$ cat config.mk
export PLATFORM = sky130hd
export DESIGN_NAME = level_judge_flat
export DESIGN_NICKNAME = d
export VERILOG_FILES = /design/src/rtl/level_judge_if.sv /design/src/rtl/level_judge.sv /design/src/flat_wrapper.sv
export SDC_FILE = /design/constraint.sdc
export NUM_CORES = 1
export LEC_CHECK = 0
export CORE_UTILIZATION = 40
export DETAILED_ROUTE_END_ITERATION = 6
export PLACE_DENSITY = 0.7
export REMOVE_ABC_BUFFERS = 1
export SLEW_MARGIN = 15
export SYNTH_ARGS = -nofsm -noshare
export SYNTH_HDL_FRONTEND = slang
export SYNTH_SLANG_ARGS = --single-unit
export TNS_END_PERCENT = 1
$ cat constraint.sdc
create_clock -name Clk100M -period 5.4 [get_ports Clk100M]
set_input_delay 1.08 -clock Clk100M [delete_from_list [all_inputs] [get_ports Clk100M]]
set_output_delay 1.08 -clock Clk100M [all_outputs]
set_load 0.01 [all_outputs]
$ cat src/rtl/level_judge_if.sv
// Level-end strobe from the play logic plus judge results toward the level counter,
// display and sound logic.
interface level_judge_if #(
    parameter int unsigned DIFF_W  = 5,
    parameter int unsigned LEVEL_W = 4,
    parameter int unsigned LIVES   = 3
);
    localparam int unsigned LIVES_W = $clog2(LIVES + 1);

    logic                 levelComplete;
    logic [DIFF_W-1:0]    difference;
    logic                 incLevel;
    logic                 loseLife;
    logic                 lose;
    logic                 win;
    logic [LEVEL_W-1:0]   level;
    logic [LIVES_W-1:0]   livesLeft;
    logic [DIFF_W-1:0]    tolerance;

    modport master (
        output levelComplete, difference,
        input  incLevel, loseLife, lose, win, level, livesLeft, tolerance
    );

    modport slave (
        input  levelComplete, difference,
        output incLevel, loseLife, lose, win, level, livesLeft, tolerance
    );
endinterface

$ cat src/rtl/level_judge.sv
// End-of-level judge: compares difference to a level-dependent tolerance, advances
// the level or spends a life, and latches game-over / game-won.
module level_judge #(
    parameter int unsigned DIFF_W    = 5,
    parameter int unsigned LEVEL_W   = 4,
    parameter int unsigned MAX_LEVEL = 10,
    parameter int unsigned BASE_TOL  = 2,
    parameter int unsigned TOL_STEP  = 4,
    parameter int unsigned LIVES     = 3
) (
    input  logic          Clk100M,
    input  logic          Reset,
    level_judge_if.slave  bus
);
    localparam int unsigned LIVES_W = $clog2(LIVES + 1);

    localparam logic [1:0] ST_PLAY = 2'd0;
    localparam logic [1:0] ST_OVER = 2'd1;
    localparam logic [1:0] ST_WON  = 2'd2;

    logic [1:0]          state_q, state_d;
    logic                prev_q;
    logic [LEVEL_W-1:0]  level_q, level_d;
    logic [LIVES_W-1:0]  lives_q, lives_d;
    logic                inc_q, inc_d;
    logic                loss_q, loss_d;
    logic                lose_q, lose_d;
    logic                win_q, win_d;
    logic [31:0]         drop_c;
    logic [DIFF_W-1:0]   tol_c;
    logic                judge_c;

    // Tolerance is a pure function of the level register, saturating at zero.
    assign drop_c  = 32'(level_q) / 32'(TOL_STEP);
    assign tol_c   = (drop_c >= 32'(BASE_TOL)) ? '0 : DIFF_W'(32'(BASE_TOL) - drop_c);
    assign judge_c = bus.levelComplete & ~prev_q;

    always_ff @(posedge Clk100M) begin
        if (Reset) begin
            state_q <= ST_PLAY;
            prev_q  <= 1'b1;
            level_q <= '0;
            lives_q <= LIVES_W'(LIVES);
            inc_q   <= 1'b0;
            loss_q  <= 1'b0;
            lose_q  <= 1'b0;
            win_q   <= 1'b0;
        end else begin
            state_q <= state_d;
            prev_q  <= bus.levelComplete;
            level_q <= level_d;
            lives_q <= lives_d;
            inc_q   <= inc_d;
            loss_q  <= loss_d;
            lose_q  <= lose_d;
            win_q   <= win_d;
        end
    end

    always_comb begin
        state_d = state_q;
        level_d = level_q;
        lives_d = lives_q;
        inc_d   = 1'b0;
        loss_d  = 1'b0;
        lose_d  = lose_q;
        win_d   = win_q;
        case (state_q)
            ST_PLAY: begin
                if (judge_c) begin
                    if (bus.difference <= tol_c) begin
                        inc_d   = 1'b1;
                        level_d = level_q + LEVEL_W'(1);
                        if (level_d == LEVEL_W'(MAX_LEVEL)) begin
                            state_d = ST_WON;
                            win_d   = 1'b1;
                        end
                    end else begin
                        loss_d  = 1'b1;
                        lives_d = lives_q - LIVES_W'(1);
                        if (lives_q == LIVES_W'(1)) begin
                            state_d = ST_OVER;
                            lose_d  = 1'b1;
                        end
                    end
                end
            end
            ST_OVER, ST_WON: ;
            default: state_d = ST_PLAY;
        endcase
    end

    assign bus.incLevel  = inc_q;
    assign bus.loseLife  = loss_q;
    assign bus.lose      = lose_q;
    assign bus.win       = win_q;
    assign bus.level     = level_q;
    assign bus.livesLeft = lives_q;
    assign bus.tolerance = tol_c;
endmodule

$ cat src/flat_wrapper.sv
// flat-port wrapper written by rule: the top's interface ports become plain ports
module level_judge_flat 
#(
    parameter int unsigned DIFF_W    = 5,
    parameter int unsigned LEVEL_W   = 4,
    parameter int unsigned MAX_LEVEL = 10,
    parameter int unsigned BASE_TOL  = 2,
    parameter int unsigned TOL_STEP  = 4,
    parameter int unsigned LIVES     = 3
)
  (Clk100M, Reset, bus_levelComplete, bus_difference, bus_incLevel, bus_loseLife, bus_lose, bus_win, bus_level, bus_livesLeft, bus_tolerance);
  level_judge_if #(.DIFF_W(DIFF_W), .LEVEL_W(LEVEL_W), .LIVES(LIVES)) bus_i ();
  input  logic Clk100M;
  input  logic Reset;
  input wire logic [$bits(bus_i.levelComplete)-1:0] bus_levelComplete;
  input wire logic [$bits(bus_i.difference)-1:0] bus_difference;
  output wire logic [$bits(bus_i.incLevel)-1:0] bus_incLevel;
  output wire logic [$bits(bus_i.loseLife)-1:0] bus_loseLife;
  output wire logic [$bits(bus_i.lose)-1:0] bus_lose;
  output wire logic [$bits(bus_i.win)-1:0] bus_win;
  output wire logic [$bits(bus_i.level)-1:0] bus_level;
  output wire logic [$bits(bus_i.livesLeft)-1:0] bus_livesLeft;
  output wire logic [$bits(bus_i.tolerance)-1:0] bus_tolerance;
  assign bus_i.levelComplete = bus_levelComplete;
  assign bus_i.difference = bus_difference;
  assign bus_incLevel = bus_i.incLevel;
  assign bus_loseLife = bus_i.loseLife;
  assign bus_lose = bus_i.lose;
  assign bus_win = bus_i.win;
  assign bus_level = bus_i.level;
  assign bus_livesLeft = bus_i.livesLeft;
  assign bus_tolerance = bus_i.tolerance;
  level_judge #(.DIFF_W(DIFF_W), .LEVEL_W(LEVEL_W), .MAX_LEVEL(MAX_LEVEL), .BASE_TOL(BASE_TOL), .TOL_STEP(TOL_STEP), .LIVES(LIVES)) u_core (.Clk100M(Clk100M), .Reset(Reset), .bus(bus_i));
endmodule
==> summary.md, run 1 <==
| Metric | Value |
|---|---|
| Vias per Instance | 4.902 |
| Number of nets in the finished design | 123 |
| Yosys synthesis warning count | 0 |
| Overflow left after global routing | 0 |
| Top-area cell type share of the netlist area | 34.21% |
| Total I/O pin count | 23 |
| Critical path class | register to primary output |
| Horiz. Die Dim | 45.61 microns |
| Worst endpoint data arrival time | 1.58 ns |
| Aggregate routed wire length | 1.435 mm |
| Crit path capture type | primary output |
| R2R Path End | u_core.bus.livesLeft[0] |
| Overall via count from detail_route | 647 |
| Commonest register cell after synthesis | sky130_fd_sc_hd__dfxtp_1 |
| Seq/Total Area, Yosys | 34.21% |
| CTS Root Buffer Type | sky130_fd_sc_hd__clkbuf_4 |
| Library cell occupying the most area in the post-synthesis netlist | sky130_fd_sc_hd__dfxtp_1 |
| Number of CTS-inserted buffers | 3 |
| Hold path startpoint | u_core.state_q[1] |
| Synthesized flop and latch total | 13 |
| Launching instance or port of the critical path | u_core.bus.level[2] |
| Die H | 45.61 microns |
| Global-route wire length before repair | 2.366 mm |
| Mapped Avg Cell Area | 8.846 sq um |
| Cell depth of the worst flop-to-flop path | 7 |
| H-Tree Level Count | 1 |
| Register-to-register setup slack | 3.25 ns |
| List of most frequent post-synthesis cells | 13 x sky130_fd_sc_hd__dfxtp_1, 8 x sky130_fd_sc_hd__nor2_1, 7 x sky130_fd_sc_hd__ha_1, 7 x sky130_fd_sc_hd__inv_1 |
| Iteration-0 DRC count of the detailed router | 7 |
| Area enclosed by the die boundary | 2080 sq um |
| Final total negative setup slack | 0 ns |
| N_diodes | 0 |
| Number of antenna violations at the first check in global routing | 0 |
| Run status | complete, no violations |
| Static Leak | 0.0004175 uW |
| CTS tree | yes |
| Relative slew slack | 59.88% |
| GRT Resource Usage Total | 16.11% |
| Worst Tran Pin Value | 0.5982 ns |
| Total of endpoints with negative setup slack in the final report | 0 |
| Floorplan Core Area | 1745 sq um |
| Remaining design rule violation count | 0 |
| Setup ws final | 2.739 ns |
| Peak ir drop on the vdd network | 147.2 uV |
| Routed WL per cell | 10.87 microns |
| Origin of the critical flop-to-flop path | u_core.bus.level[2] |
| Number of hold buffers added after CTS | 0 |
| Max-Cap Viols | 0 |
| Cell Pwr Density | 187.1 nW/um^2 |
| Total iterations of the first detailed-routing run | 2 |
| Post-CTS repair timing setup buffer count | 0 |
| Largest clock skew in the final design | 0.004175 ns |
| Setup slack after placement | 2.478 ns |
| Period utilisation layout | 49.28% |
| Share of cells above drive strength 1 | 9.346% |
| Fraction of synthesis flops using an asynchronous set or reset pin | 0% |
| Number of standard cells after synthesis | 86 |
| Clock network latency to the later pin of the worst-skew pair | 0.28 ns |
| Number of cells traversed by the worst hold path | 2 |
| Top cells by area, synth | sky130_fd_sc_hd__dfxtp_1 34%, sky130_fd_sc_hd__ha_1 12%, sky130_fd_sc_hd__nor2b_1 4.1%, sky130_fd_sc_hd__nor2_1 3.9%, sky130_fd_sc_hd__inv_1 3.5% |
| Reg clk slew, reported paths | 0.08 ns |
| Post-CTS resize count | 0 |
| Req. time, crit path | 4.32 ns |
| Post-route antenna net violation count | 0 |
| P&R area growth vs syn | 30.10% |
| Count of final max-slew check failures | 0 |
| RD Place Congestion | 0.8004 |
| Hold WC Path Type | register to register |
| HPWL after detailed placement | 1.135 mm |
| Clock Sinks | 13 |
| Number of endpoints with negative hold slack in the final report | 0 |
| Maximum fanout along the worst path | 8 |
| Max Freq | 375.7 MHz |
| Standard-cell row count | 15 |
| Post-route minimum period | 2.661 ns |
| Most common cell in the netlist | sky130_fd_sc_hd__dfxtp_1 |
| Post-synthesis instance area | 760.7 sq um |
| Largest net degree at the start of global routing | 10 |
| Effective utilization at floorplan | 43.58% |
| Element type at the critical path start | register |
| Number of buffer cells added on primary ports | 19 |
| Worst Hold End | u_core.state_q[1] |
| Deepest clock path buffer count | 2 |
| Number of global-route vias before repair | 545 |
| Number of synthesized flops with an enable pin | 0 |
| Yosys cell types | 34 |
| RSZ-0062 raised after global routing | false |
## layout by cell type, fill, tap and decap left out, types with 2 or more instances in the layout
master / instances
sky130_fd_sc_hd__a211oi_1: 3
sky130_fd_sc_hd__nand2_1: 5
sky130_fd_sc_hd__dfxtp_1: 13
sky130_fd_sc_hd__nor2_1: 8
sky130_fd_sc_hd__a21oi_1: 3
sky130_fd_sc_hd__conb_1: 4
sky130_fd_sc_hd__clkbuf_4: 3
sky130_fd_sc_hd__nor2b_1: 5
sky130_fd_sc_hd__xnor2_1: 3
sky130_fd_sc_hd__nor3_1: 3
sky130_fd_sc_hd__clkdlybuf4s50_1: 19
sky130_fd_sc_hd__ha_1: 7
sky130_fd_sc_hd__inv_1: 7
sky130_fd_sc_hd__or2_2: 2
sky130_fd_sc_hd__nand3b_1: 2
## cell type report
cell class              count  area, sq um
fillers                   164        755.7
well taps                  25        31.28
flip-flops and latches     13        260.3
clock buffers               4        26.28
multi-input cells          64        455.4
inverters                   7        26.28
repair buffers             19        190.2
## state kept, by name, indices dropped and copies added (netlist names)
name                  cells
u_core.bus.lose           1
u_core.prev_q             1
u_core.bus.incLevel       1
u_core.bus.win            1
u_core.bus.loseLife       1
u_core.state_q            2
u_core.bus.level          4
u_core.bus.livesLeft      2
## worst max-delay path by stage
stage                                          to  depth (start not counted)  slack (ns)
after floorplan               u_core.bus.level[3]                          6        3.03
after global placement    u_core.bus.livesLeft[0]                          8        2.45
after global routing      u_core.bus.livesLeft[0]                          7        2.59
final                            bus_tolerance[1]                          3        2.74
after CTS                        bus_tolerance[1]                          3        2.73
after detailed placement      u_core.bus.level[3]                          7        2.48
## report_power, final
part	internal, uW	switching (uW)	total [uW]
Sequential	97.7	1.56	99.3
Clock	28.7	32.6	61.3
Combinational	12.9	11.8	24.6
## routing by layer
metal / vias to the layer above / track usage, % / share of wire [%]
met5: - / 0 / 0
met2: 12 / 25.43 / 46
li1: 337 / - / -
met3: 2 / 5.952 / 3.9
met4: 0 / 5.455 / 0.84
met1: 296 / 20.00 / 49
## critical path: stages, from the launching register on
cell                              delay, ns
sky130_fd_sc_hd__dfxtp_1               0.38
sky130_fd_sc_hd__or2_2                 0.33
sky130_fd_sc_hd__inv_1                 0.06
sky130_fd_sc_hd__clkdlybuf4s50_1       0.53
## metrics by stage
stage	std cells	total power [uW]	cell area, sq um	hold slack [ns]	util [%]
final	132	185.2	989.7	0.4657	56.70
after global routing	132	195.6	989.7	0.4871	56.70
after CTS	132	187.6	989.7	0.4721	56.70
after detailed placement	128	126.1	963.4	0.4544	55.20
after global placement	128	125.8	963.4	0.4534	55.20
after floorplan	84	114.0	742.0	0.4424	-
## cell families after synthesis
kind of cell               Yosys count  synth area share [%]
AOI/OAI and AO/OA                   16                 15.30
adders and majority gates            7                 11.51
DFF                                 13                 34.21
buffers and inverters               11                 6.908
and+or+nand+nor                     32                 24.84
muxes                                2                 2.796
other                                2                0.9872
xor gates and xnor gates             3                 3.455
Power figures use the tool's default switching activity.
==> run 2, diff against run 1 <==
Clock period 5.4 ns to 2.5 ns, I/O delays scaled along.
==> run 2 against run 1 <==
Final area did not move. Global-route usage grew 0.93 points. Setup slack worse by 2.4 ns. Non-clock buffer count unchanged. Clock skew rose by 0.0045 ns. Register-to-register slack worse by 2.9 ns. Worst hold slack improved by 0.0041 ns. Sequential power is 120% higher. Clock-buffer cell count is the same.
==> summary.md, run 2 (same netlist as run 1, synthesis figures left out) <==
| Metric | Value |
|---|---|
| Cell depth of the worst flop-to-flop path | 7 (unchanged) |
| Combinational share of power | 13.3% (about the same) |
| Number of cells traversed by the worst hold path | 2 (unchanged) |
| Reg clk slew, reported paths | 0.08 ns (about the same) |
| Static Leak | 0.0004175 uW (unchanged) |
| Number of global-route vias before repair | 559 (was 545) |
| Iteration-0 DRC count of the detailed router | 4 (was 7) |
| Routed WL per cell | 11.41 microns (was 10.87 microns) |
| H-Tree Level Count | 1 (unchanged) |
| Overflow left after global routing | 0 (unchanged) |
| Effective utilization at floorplan | 43.58% (unchanged) |
| Number of antenna violations at the first check in global routing | 0 (unchanged) |
| Cell Pwr Density | 404.2 nW/um^2 (was 187.1 nW/um^2) |
| Sw frac | 24.81% (about the same) |
| Relative slew slack | 60.76% (was 59.88%) |
| Post-route minimum period | 2.198 ns |
| Global-route wire length before repair | 2.408 mm (was 2.366 mm) |
| Critical path class | register to register (was register to primary output) |
| Floorplan Core Area | 1745 sq um (unchanged) |
| Number of cells in the finished layout apart from fillers | 132 (unchanged) |
| P&R area growth vs syn | 30.10% (unchanged) |
| Horiz. Die Dim | 45.61 microns (unchanged) |
| Period utilisation layout | 87.92% |
| Largest clock skew in the final design | 0.008658 ns (was 0.004175 ns) |
| CTS tree | yes (unchanged) |
| Design Area, Final | 989.7 sq um (unchanged) |
| Most frequent cells in the layout | 19 x sky130_fd_sc_hd__clkdlybuf4s50_1, 13 x sky130_fd_sc_hd__dfxtp_1, 8 x sky130_fd_sc_hd__nor2_1 (unchanged) |
| Max reg flops | 4 (unchanged) |
| Power Internal | 300.8 uW (was 139.3 uW) |
| Run status | complete, no violations (unchanged) |
| Largest net degree at the start of global routing | 10 (unchanged) |
| Total of endpoints with negative setup slack in the final report | 0 (unchanged) |
| Post-CTS resize count | 0 (unchanged) |
| Share of cells above drive strength 1 | 9.346% (unchanged) |
| Die H | 45.61 microns (unchanged) |
| Most common cell after layout, fill and taps aside | sky130_fd_sc_hd__clkdlybuf4s50_1 (unchanged) |
| Clock Sinks | 13 (unchanged) |
| RD Place Congestion | 0.7891 (was 0.8004) |
| GRT Resource Usage Total | 17.04% (was 16.11%) |
| Number of nets in the finished design | 123 (unchanged) |
| Count of final max-slew check failures | 0 (unchanged) |
| Maximum fanout along the worst path | 8 (unchanged) |
| Crit path capture type | register (was primary output) |
| Total net switching power | 99.28 uW (was 45.94 uW) |
| Total I/O pin count | 23 (unchanged) |
| Total iterations of the first detailed-routing run | 4 (was 2) |
| Peak ir drop on the vdd network | 281.0 uV (was 147.2 uV) |
| Setup slack after placement | 0.1207 ns (was 2.478 ns) |
| Worst endpoint data arrival time | 2.36 ns (was 1.58 ns) |
| Worst Tran Pin Value | 0.5851 ns (was 0.5982 ns) |
| CTS Root Buffer Type | sky130_fd_sc_hd__clkbuf_4 (unchanged) |
| HPWL after detailed placement | 1.221 mm (was 1.135 mm) |
| RSZ-0062 raised after global routing | false (unchanged) |
| Number of endpoints with negative hold slack in the final report | 0 (unchanged) |
| Clock network latency to the later pin of the worst-skew pair | 0.28 ns (about the same) |
| Register-to-register setup slack | 0.30 ns (was 3.25 ns) |
| Sequential cell fraction of total power | 53.6% (about the same) |
| Number of buffer cells added on primary ports | 19 (unchanged) |
| Req. time, crit path | 2.67 ns (was 4.32 ns) |
| Deepest clock path buffer count | 2 (unchanged) |
| Total power of the final layout | 400.1 uW (was 185.2 uW) |
| N_diodes | 0 (unchanged) |
| Max-Cap Viols | 0 (unchanged) |
| Remaining design rule violation count | 0 (unchanged) |
| Hold WC Path Type | register to register (unchanged) |
| Final total negative setup slack | 0 ns (unchanged) |
| Standard-cell row count | 15 (unchanged) |
| Area enclosed by the die boundary | 2080 sq um (unchanged) |
| Total cell area at the placement stage | 963.4 sq um (unchanged) |
| Element type at the critical path start | register (unchanged) |
| Post-CTS repair timing setup buffer count | 0 (unchanged) |
| Vias per Instance | 4.735 (was 4.902) |
| Number of CTS-inserted buffers | 3 (unchanged) |
| Overall via count from detail_route | 625 (was 647) |
| Total placed cells including tap cells | 128 (unchanged) |
| Clk network pwr share | 33.1% (about the same) |
| Max Freq | 455.0 MHz |
| Aggregate routed wire length | 1.506 mm (was 1.435 mm) |
| Post-route antenna net violation count | 0 (unchanged) |
| Setup ws final | 0.3020 ns (was 2.739 ns) |
| Number of hold buffers added after CTS | 0 (unchanged) |
## run 2: cell counts in the layout (fill, tap and decap cells not counted)
Identical to the previous run, type by type.
## run 2: worst paths after layout
| path | startpoint | endpoint |
|---|---|---|
| worst min register to register | u_core.state_q[1] | u_core.state_q[1] |
| worst min-delay path | u_core.state_q[1] | u_core.state_q[1] |
| worst max register to register | u_core.bus.level[2] | u_core.bus.livesLeft[0] |
| worst max-delay path | u_core.bus.level[2] | u_core.bus.livesLeft[0] |
## run 2: cell type report
cell class	count	area [sq um]
Timing Repair Buffer	19	190.2
Inverter	7	26.28
Sequential cell	13	260.3
Fill cell	183	755.7
Tap cell	25	31.28
Clock buffer	4	26.28
Multi-Input combinational cell	64	455.4
## run 2: power groups by stage
stage               sequential, uW  clock (uW)  combinational (uW)
detailed placement             219           0                53.5
floorplan                      220           0                26.0
CTS                            214         135                53.8
finish                         214         132                53.4
global route                   215         143                59.1
global placement               219           0                52.2
## run 2: per-stage QoR
stage	util [%]	hold WS (ns)
after global placement	55.20	0.4658
after global routing	56.70	0.5097
after detailed placement	55.20	0.4689
after CTS	56.70	0.4797
final	56.70	0.4698
after floorplan	-	0.4424
## run 2: routing by layer
| metal | share of wire (%) | up-vias | GRT usage, % |
|---|---|---|---|
| met4 | 2.1 | 0 | 9.091 |
| li1 | - | 331 | - |
| met2 | 50 | 13 | 30.86 |
| met1 | 43 | 277 | 16.71 |
| met5 | 0 | - | 0 |
| met3 | 4.6 | 4 | 5.952 |
## run 2: critical path, stage by stage (launching register included)
cell                       delay [ns]
sky130_fd_sc_hd__dfxtp_1         0.38
sky130_fd_sc_hd__or2_2           0.33
sky130_fd_sc_hd__ha_1            0.31
sky130_fd_sc_hd__nor2b_1         0.15
sky130_fd_sc_hd__o21ai_1         0.12
sky130_fd_sc_hd__a211oi_1        0.53
sky130_fd_sc_hd__xnor2_1         0.19
sky130_fd_sc_hd__nand2_1         0.07
==> run 3, diff against run 2 <==
Settings changed: CTS_CLUSTER_DIAMETER from default to 80.
==> results of run 3 <==
Final layout, timing and power as in run 2 (identical DEF).
==> patch 1 (config.mk and constraints of run 3) <==
`DIFF_W` is set to 5 in 3 places; all go to 4.
--- a/src/rtl/level_judge_if.sv
+++ b/src/rtl/level_judge_if.sv
@@ -1,7 +1,7 @@
 // Level-end strobe from the play logic plus judge results toward the level counter,
 // display and sound logic.
 interface level_judge_if #(
-    parameter int unsigned DIFF_W  = 5,
+    parameter int unsigned DIFF_W  = 4,
     parameter int unsigned LEVEL_W = 4,
     parameter int unsigned LIVES   = 3
 );
--- a/src/rtl/level_judge.sv
+++ b/src/rtl/level_judge.sv
@@ -1,7 +1,7 @@
 // End-of-level judge: compares difference to a level-dependent tolerance, advances
 // the level or spends a life, and latches game-over / game-won.
 module level_judge #(
-    parameter int unsigned DIFF_W    = 5,
+    parameter int unsigned DIFF_W    = 4,
     parameter int unsigned LEVEL_W   = 4,
     parameter int unsigned MAX_LEVEL = 10,
     parameter int unsigned BASE_TOL  = 2,
--- a/src/flat_wrapper.sv
+++ b/src/flat_wrapper.sv
@@ -1,7 +1,7 @@
 // flat-port wrapper written by rule: the top's interface ports become plain ports
 module level_judge_flat 
 #(
-    parameter int unsigned DIFF_W    = 5,
+    parameter int unsigned DIFF_W    = 4,
     parameter int unsigned LEVEL_W   = 4,
     parameter int unsigned MAX_LEVEL = 10,
     parameter int unsigned BASE_TOL  = 2,
Ports: changed (resized bus_difference and bus_tolerance); port bits go from 23 to 21. No check against the original RTL was run, so the function may have changed too.
==> patch 1 against run 3 <==
- sequential power is essentially flat
- non-clock buffer count decreased by 1
- sequential cell count unchanged
- register-to-register slack gained 0.25 ns
- clock skew is 0.0063 ns lower
- power decreased by 2.1%
- final area decreased by 2.0%
- synthesized area down 1.8%
- wire length decreased by 9.2%
- first-iteration DRC count unchanged
- setup slack improved by 0.15 ns
- critical path type is now flop to output port
- critical endpoint is now bus_tolerance[1]
- largest power group unchanged
==> patch 1: results (changes against run 3) <==
dpl.hpwl_um: 1024  # -16%
post_drt_wl_per_cell_um: 11.03  # -3.3%
synthTopCellsByArea: "dfxtp_1 (35%), ha_1 (10%), inv_1 (4.0%)"
cp_top_family: "buffers and inverters"
finClkSkew_ns: 0.002401  # -0.006257 ns
synth_top_cells_by_count: "dfxtp_1 (13), inv_1 (8), nor2_1 (8), ha_1 (6), nand2_1 (4)"
seq_area_frac_synth_pct: 34.84  # +0.63 points
holdPathStages: 1  # -1
ir_drop_uv: 322.7  # +15%
fin_nets: 113  # -8.1%
grt_pass1_wl_um: 2290  # -4.9%
layout-drive-gt1-share_pct: 14.14  # +4.8 points
synth_compound_area_share_pct: 18.76  # +3.5 points
synthAdderAreaFrac_pct: 10.05  # -1.5 points
hold_path_end: "u_core.bus.win$_SDFFE_PP0P_"
vias_per_cell: 4.694  # -0.87%
worstHoldStart: "u_core.bus.win$_SDFFE_PP0P_"
r2r_end: "u_core.state_q[1]$_SDFFE_PP0P_"
synthDistinctLibCells: 31  # -8.8%
crit_slowest_cell: "clkdlybuf4s50_1"
grt_usage_pct: 15.64  # -1.4 points
synth_mux_area_share_pct: 0  # -2.8 points
grt_max_degree: 12  # +2
timing.hold.ws_ns: 0.4769  # +0.007100 ns
nFillCells: 162  # -11%
synth-xor-area-share_pct: 5.863  # +2.4 points
status: "complete, no violations"
cp_max_fo: 7  # -1
## patch 1: cell count changes in the layout (fill, tap and decap cells not counted), sizes merged, moves of 3 or more
cell | run 3 | this run
nor2b | 5 | 2
nor3 | 4 | 0
xor2 | 0 | 3
nand3b | 3 | 0
## patch 1: worst max path at each step
stage | slack [ns] | depth (start not counted) | start | end
finish | 0.45 | 3 | u_core.bus.level[2]$_SDFFE_PP0P_ | bus_tolerance[1]
global placement | 0.41 | 7 | bus_difference[1] | u_core.state_q[1]$_SDFFE_PP0P_
global route | 0.38 | 3 | u_core.bus.level[2]$_SDFFE_PP0P_ | bus_tolerance[1]
CTS | 0.44 | 3 | u_core.bus.level[2]$_SDFFE_PP0P_ | bus_tolerance[1]
floorplan | 0.70 | 7 | u_core.bus.level[2]$_SDFFE_PP0P_ | u_core.state_q[1]$_SDFFE_PP0P_
detailed placement | 0.38 | 7 | bus_difference[1] | u_core.state_q[1]$_SDFFE_PP0P_
## patch 1: cells by family (layout without fill, tap and decap cells)
group | count (synthesis) | count (layout)
flip-flops | 13 | 13
XOR/XNOR | 5 | 5
other | 1 | 2
buffers and inverters | 11 | 30
adder cells (fa/ha/maj) | 6 | 6
AO/OA/AOI/OAI | 16 | 16
AND/OR/NAND/NOR | 27 | 27
## patch 1: report_power, final
| part | internal (mW) | switching, mW |
|---|---|---|
| Sequential | 0.211 | 0.00305 |
| Combinational | 0.0271 | 0.0246 |
| Clock | 0.0617 | 0.0642 |
## patch 1: area by class of cell
| class | count | share of cell area, % |
|---|---|---|
| Multi-Input combinational cell | 56 | 45.55 |
| Timing Repair Buffer | 18 | 18.58 |
| Clock buffer | 4 | 2.710 |
| Tap cell | 25 | 3.226 |
| Sequential cell | 13 | 26.84 |
| Inverter | 8 | 3.097 |
## patch 1: stage by stage
stage | cells | utilization, % | worst slack, ns | area [um2]
after global placement | 120 | 54.05 | 0.4143 | 943.4
after CTS | 124 | 55.56 | 0.4395 | 969.7
after floorplan | 77 | - | 0.7030 | 732.0
after global routing | 124 | 55.56 | 0.3821 | 969.7
after detailed placement | 120 | 54.05 | 0.3805 | 943.4
final | 124 | 55.56 | 0.4487 | 969.7
## patch 1: metal layers
layer	vias up	track usage, %	part of all wire [%]
met5	-	0	0
met4	0	10.91	1.4
met3	2	1.200	3.7
met2	14	25.51	47
met1	261	19.41	48
li1	305	-	-
==> patch 2 (config.mk and constraints of run 3) <==
Made on the original files. Reset style: asynchronous (`Reset`), changed in one clocked block.
--- a/src/rtl/level_judge.sv
+++ b/src/rtl/level_judge.sv
@@ -35,7 +35,7 @@
     assign tol_c   = (drop_c >= 32'(BASE_TOL)) ? '0 : DIFF_W'(32'(BASE_TOL) - drop_c);
     assign judge_c = bus.levelComplete & ~prev_q;
 
-    always_ff @(posedge Clk100M) begin
+    always_ff @(posedge Clk100M or posedge Reset) begin
         if (Reset) begin
             state_q <= ST_PLAY;
             prev_q  <= 1'b1;
Function: differs if Reset is asserted again (counterexample within 4 cycles, from zero or initial values and one cycle with Reset high); with Reset held inactive, the same outputs for 10 cycles.
==> patch 2 against run 3 <==
- synthesized area increased by 0.66%
- count of clock-buffer cells in the layout decreased by 1
- sequential cell count unchanged
- largest cell class unchanged
- clock skew decreased by 0.0047 ns
- setup slack got worse by 0.021 ns
- final area increased by 1.8%
- critical path depth unchanged
- wire length decreased by 14%
Power is not compared: it rests on default switching activity, and its combinational part moved more than twofold at a synthesized area within 25%.
==> patch 2: results (changes against run 3) <==
status: "complete, no violations"
seq_area_frac_synth_pct: 42.97  # +8.8 points
layout-drive-gt1-share_pct: 17.58  # +8.2 points
top_layer_used: "met4"
routed_wl_um: 1299  # -14%
num_antenna_cells: 0  # unchanged
first_iter_violations: 5  # +1
grt_pass1_vias: 539  # -3.6%
vias: 547  # -12%
dpl.hpwl_um: 1020  # -17%
ys_async_sr_fraction_pct: 100.0  # +100 points
cp_max_fo: 5  # -3
slowest_delay_ns: 0.45  # -0.08 ns
place.gp.congestion: 0.7386  # -6.4%
nFillCells: 165  # -9.8%
r2r_end: "u_core.bus.livesLeft[1]$_DFFE_PP1P_"
cts_resized: 0  # unchanged
worstPathArrival_ns: 2.44  # +0.08 ns
grt_pass1_wl_um: 2221  # -7.8%
use_met3_pct: 7.540  # +1.6 points
met2_usage_pct: 23.14  # -7.7 points
place_area_um2: 979.7  # +1.7%
wirelength_met1_um: 634  # -2.8%
finalWorstSetupSlack_ns: 0.2811  # -0.02089 ns
largest_reg_flops: 4  # unchanged
fin_nets: 107  # -13%
grt_util_met1_pct: 19.90  # +3.2 points
wl_met2_um: 570  # -24%
hold_path.class: "flop to flop"
holdPathStages: 1  # -1
finClkSkew_ns: 0.003999  # -0.004659 ns
crit_slowest_cell: "dfrtp_1"
met3WireLength_um: 82  # +19%
grt_usage_pct: 15.61  # -1.4 points
startpoint: "u_core.bus.level[3]$_DFFE_PP0P_"
synth_top_cells_by_count: "dfrtp_1 (10), inv_1 (8), ha_1 (7)"
worstHoldStart: "u_core.bus.lose$_DFFE_PP0P_"
hold_path_end: "u_core.bus.lose$_DFFE_PP0P_"
htreeDepth: 1  # unchanged
post-place-ws_ns: 0.1141  # -0.006615 ns
synthDistinctLibCells: 34  # unchanged
timing.hold.ws_ns: 0.4819  # +0.01208 ns
grt_max_degree: 14  # +4
synthTopCellsByArea: "dfrtp_1 (33%), ha_1 (11%), dfstp_2 (10%)"
cp_top_family: "simple AND/OR/NAND/NOR gates"
## patch 2: metrics by stage
stage	util, %	instances	total power, mW
after detailed placement	55.53	112	0.8250
after global placement	55.53	112	0.8131
after floorplan	-	67	0.6196
after global routing	57.09	116	1.035
final	57.09	116	0.9476
after CTS	57.09	116	0.9624
## patch 2: area by class of cell
class / instances / share of cell area, %
Clock buffer: 3 / 2.236
Timing Repair Buffer: 20 / 19.63
Tap cell: 25 / 3.106
Inverter: 8 / 2.981
Clock inverter: 1 / 0.4969
Sequential cell: 13 / 32.67
Multi-Input combinational cell: 46 / 38.88
## patch 2: power by group
part           switching, mW  internal, mW
clock network         0.0709        0.0595
registers             0.0593         0.286
logic                  0.216         0.257
total                  0.346         0.602
## patch 2: logic make-up after synthesis
family          Yosys count  share of synthesized area, %
simple gates             17                         18.30
flops                    13                         42.97
compound gates           12                         11.60
buf+inv                  11                         6.863
fa+ha+maj                 7                         11.44
xor+xnor                  4                         4.576
other cells               2                        0.9808
mux                       2                         3.267
